--- config.mk ---
export PLATFORM = sky130hd
export DESIGN_NAME = score_keeper
export DESIGN_NICKNAME = d
export VERILOG_FILES = /design/src/rtl/score_keeper.sv
export SDC_FILE = /design/constraint.sdc
export NUM_CORES = 1
export LEC_CHECK = 0
export ABC_AREA = 1
export BUFFER_PORTS_ARGS = -buffer_cell sky130_fd_sc_hd__buf_2
export CAP_MARGIN = 20
export CORE_MARGIN = 8
export CORE_UTILIZATION = 49
export DETAILED_ROUTE_END_ITERATION = 10
export PLACE_DENSITY_LB_ADDON = 0.2
export SETUP_SLACK_MARGIN = 0.3
export SKIP_CTS_REPAIR_TIMING = 1
export SYNTH_ARGS = -nofsm -noshare
export SYNTH_HDL_FRONTEND = slang
export SYNTH_SLANG_ARGS = --single-unit
--- constraint.sdc ---
create_clock -name clk -period 4.51 [get_ports clk]
set_input_delay 0.2255 -clock clk [delete_from_list [all_inputs] [get_ports clk]]
set_output_delay 0.2255 -clock clk [all_outputs]
set_load 0.05 [all_outputs]
--- src/rtl/score_keeper.sv ---
// Two-player score keeper: counts point edges, detects the win, flashes the
// winner's score for a fixed number of toggles, then holds it until a new game.
module score_keeper #(
   parameter int WIN_SCORE   = 9,
   parameter int FLASH_DIV   = 25000000,
   parameter int FLASH_COUNT = 6
) (
   input  logic       clk,
   input  logic       rst,
   input  logic       point_left,
   input  logic       point_right,
   input  logic       new_game,
   output logic [7:0] count,
   output logic       serve_ok,
   output logic       game_over,
   output logic       winner
);

   localparam int DIV_W = (FLASH_DIV > 1) ? $clog2(FLASH_DIV) : 1;
   localparam int TOG_W = $clog2(FLASH_COUNT + 1);

   localparam logic [3:0]       WIN      = 4'(WIN_SCORE);
   localparam logic [DIV_W-1:0] DIV_LAST = DIV_W'(FLASH_DIV - 1);
   localparam logic [TOG_W-1:0] TOG_LAST = TOG_W'(FLASH_COUNT - 1);

   typedef enum logic [1:0] {PLAY, WIN_FLASH, WIN_HOLD} state_t;

   state_t           state, state_nxt;
   logic [3:0]       score_l, score_r, score_l_nxt, score_r_nxt;
   logic [3:0]       score_l_inc, score_r_inc;
   logic             prev_l, prev_r;
   logic             edge_l, edge_r;
   logic [DIV_W-1:0] div_cnt, div_nxt;
   logic [TOG_W-1:0] tog_cnt, tog_nxt;
   logic             blank, blank_nxt;
   logic             winner_q, winner_nxt;

   assign edge_l      = point_left  & ~prev_l;
   assign edge_r      = point_right & ~prev_r;
   assign score_l_inc = score_l + 4'd1;
   assign score_r_inc = score_r + 4'd1;

   // State register; prev_x tracks the inputs every cycle regardless of state.
   always_ff @(posedge clk) begin
      if (rst) begin
         state    <= PLAY;
         score_l  <= '0;
         score_r  <= '0;
         prev_l   <= 1'b1;
         prev_r   <= 1'b1;
         div_cnt  <= '0;
         tog_cnt  <= '0;
         blank    <= 1'b0;
         winner_q <= 1'b0;
      end else begin
         state    <= state_nxt;
         score_l  <= score_l_nxt;
         score_r  <= score_r_nxt;
         prev_l   <= point_left;
         prev_r   <= point_right;
         div_cnt  <= div_nxt;
         tog_cnt  <= tog_nxt;
         blank    <= blank_nxt;
         winner_q <= winner_nxt;
      end
   end

   // Next-state: scoring in PLAY, flash timing in WIN_FLASH; new_game overrides all.
   always_comb begin
      state_nxt   = state;
      score_l_nxt = score_l;
      score_r_nxt = score_r;
      div_nxt     = div_cnt;
      tog_nxt     = tog_cnt;
      blank_nxt   = blank;
      winner_nxt  = winner_q;
      case (state)
         PLAY: begin
            // Simultaneous edges are ambiguous and deliberately dropped.
            if (edge_l && !edge_r) begin
               score_l_nxt = score_l_inc;
               if (score_l_inc == WIN) begin
                  state_nxt  = WIN_FLASH;
                  winner_nxt = 1'b0;
                  div_nxt    = '0;
                  tog_nxt    = '0;
                  blank_nxt  = 1'b0;
               end
            end else if (edge_r && !edge_l) begin
               score_r_nxt = score_r_inc;
               if (score_r_inc == WIN) begin
                  state_nxt  = WIN_FLASH;
                  winner_nxt = 1'b1;
                  div_nxt    = '0;
                  tog_nxt    = '0;
                  blank_nxt  = 1'b0;
               end
            end
         end
         WIN_FLASH: begin
            if (div_cnt == DIV_LAST) begin
               div_nxt   = '0;
               blank_nxt = ~blank;
               tog_nxt   = tog_cnt + TOG_W'(1);
               if (tog_cnt == TOG_LAST) begin
                  state_nxt = WIN_HOLD;
                  blank_nxt = 1'b0;
               end
            end else begin
               div_nxt = div_cnt + DIV_W'(1);
            end
         end
         WIN_HOLD: ;
         default: state_nxt = PLAY;
      endcase
      if (new_game) begin
         state_nxt   = PLAY;
         score_l_nxt = '0;
         score_r_nxt = '0;
         div_nxt     = '0;
         tog_nxt     = '0;
         blank_nxt   = 1'b0;
      end
   end

   // Outputs are pure decodes of registered state; blank is only ever set in WIN_FLASH.
   always_comb begin
      count = {score_r, score_l};
      if (blank) begin
         if (winner_q) count[7:4] = 4'd0;
         else          count[3:0] = 4'd0;
      end
      serve_ok  = (state == PLAY);
      game_over = (state != PLAY);
      winner    = winner_q;
   end

endmodule

==> flow_summary_export.csv <==
group,metric,value,unit
die,dieArea,8140,um2
clock_network,htreeDepth,2,
outcome,outcome,"completed",
cells_and_area,area_growth,6.96,%
critical_path,criticalPathCategory,"reg2reg",
die,rows,27,
timing,fin_crit,1.84,ns
critical_path,critPathArrivalTime,2.00,ns
critical_path,cp.required,4.67,ns
synth,ys_seq_area_frac,0.312,
placed_design,gp_congestion,0.846,
synth,synth_top_area_share,0.312,
timing,fin_tns_setup,0,ns
global_routing,grt_pass1_vias,2480,
critical_path,start_kind,"register",
timing,finalHoldViolations,0,
route,vias,2641,
synth,ys_warn_count,0,
cells_and_area,drive_gt1_frac,0.106,
route,antenna_left,0,
synth,synth_top_cell_by_area,"dfxtp_1",
global_routing,grt_pass1_wl,11.2,mm
global_routing,track_usage,0.159,
synth,synth_nets,437,
pwr,p_total,0.663,mW
route,drc,0,
die,die_y,90.2,um
timing,rsz0062_at_grt,"no",
worst_hold_path,hp-class,"in2reg",
clock_network,clock_path_buffers,2,
placed_design,dp_hpwl,4.46,mm
synth,syn_avg_cell_area,6.38,um2
timing,slew_viol_final,0,
clock_network,cts_buffers,5,
clock_network,cts_root_buffer,"clkbuf_8",
pwr,p_leak,1.12,nW
pwr,max-vdd-ir-drop,170,uV
timing,period_share,0.407,
timing,fmax,545,MHz
cells_and_area,nets,450,
placed_design,numPortBuffers,15,
die,ios,16,
synth,ys_seq_elements,42,
critical_path,path_max_fanout,8,
route,drt-total-wl,6.13,mm
global_routing,grt_max_degree,29,
route,viasPerCell,5.20,
critical_path,cp-end-kind,"register",
timing,final.setup_skew,0.0104,ns
global_routing,antenna_found_initial,0,
timing,setup_viol,0,
cells_and_area,antenna_cells,0,
route,drt_iter0_drc,172,
clock_network,cts_tree,"yes",
die,die_w,90.2,um
synth,ys_types,32,
clock_network,clkSlewWorstSetupHoldPaths,0.08,ns
route,first_pass_iters,4,
clock_network,clock_sinks,42,
die,core_area,5410,um2
clock_network,clock_latency,0.29,ns
synth,syn_inst,423,
die,start_util,0.499,
synth,synthTopCellsByArea,"dfxtp_1, nand2_1, a21oi_1",
global_routing,overflow,0,
flow_run,maxCapViolations,0,
synth,syn_area,2700,um2
pwr,power_density,230,nW/um2
route,routedWlPerCell,12.1,um
timing,max-slew-margin-rel,0.461,
timing,worst_pin_slew,0.806,ns
==> power by group <==
| group | switching, mW | internal, mW |
|---|---|---|
| sequential | 0.00349 | 0.375 |
| clock | 0.122 | 0.107 |
| combinational | 0.0410 | 0.0147 |
==> cells in the mapped netlist (all sizes together) <==
master,n
xor2,3
or2,4
o21ai,13
o21bai,2
nor3,3
buf,5
ha,9
clkbuf,5
a211oi,2
nand2,118
a21o,1
dfxtp,42
nand3b,2
clkinv,1
a21oi,44
inv,58
nor2,53
nand4,20
o211ai,1
a31oi,1
nand3,36
==> state kept, by name, summed over array words and instances (netlist names) <==
name     count
blank        1
div_cnt     25
prev_l       1
prev_r       1
score_l      4
score_r      4
state        2
tog_cnt      3
winner       1
==> layout make-up <==
cell class	count	area, um2
Clock buffer	7	76.3
Fill cell	566	2520
Inverter	59	221
Multi-Input combinational cell	312	1570
Sequential cell	42	841
Tap cell	72	90.1
Timing Repair Buffer	16	82.6
==> per-stage QoR <==
step	setup WS [ns]	std cells	instance area, um2	utilization	hold WS [ns]
after floorplan	2.60	423	2700	-	0.304
after global placement	2.71	501	2810	0.520	0.409
after detailed placement	2.68	501	2810	0.520	0.419
after CTS	2.68	508	2890	0.534	0.113
after global routing	2.46	508	2890	0.534	0.116
final	2.67	508	2890	0.534	0.122
==> cell usage in the layout, fill, tap and decap left out, drive strengths merged <==
master and instances:
o21ai 13, nand4 20, clkinv 1, ha 9, o211ai 1, nor2 53
buf 16, nand3 36, inv 58, nand2 118, a31oi 1, a211oi 2
or2 4, dfxtp 42, clkbuf 7, nand3b 2, o21bai 2, nor3 3
xor2 3, a21oi 44, a21o 1
==> routing by layer <==
layer | routed length (um) | global-route usage
met5 | 0 | 0
met4 | 49 | 0.0430
met3 | 308 | 0.0258
met2 | 2610 | 0.250
met1 | 3150 | 0.218
==> critical path: stages, from the launching register on <==
cell	delay, ns
dfxtp_1	0.42
ha_1	0.26
nand2_2	0.11
nor2_4	0.13
nand2_1	0.06
nor2_1	0.08
nand3_1	0.12
nand2_2	0.17
inv_1	0.17
o21ai_0	0.12
a21oi_1	0.08
==> logic make-up after synthesis <==
kind of cell               count (synthesis)  synth area share
and+or+nand+nor                          236             0.403
adders and majority gates                  9            0.0417
DFF                                       42             0.312
AOI/OAI and AO/OA                         64             0.129
xor gates and xnor gates                   3           0.00974
buffers and inverters                     69             0.105
==> path summary, 6_finish.rpt <==
path	cells past startpoint	to	slack (ns)	startpoint
max	10	div_cnt[17]$_SDFFE_PP0P_	2.67	div_cnt[0]$_SDFFE_PP0P_
min	3	prev_r$_SDFF_PP1_	0.12	point_right
max reg2reg	10	div_cnt[17]$_SDFFE_PP0P_	2.67	div_cnt[0]$_SDFFE_PP0P_
min reg2reg	2	div_cnt[20]$_SDFFE_PP0P_	0.50	div_cnt[20]$_SDFFE_PP0P_
Note: power is estimated with default switching activity, not from simulation.
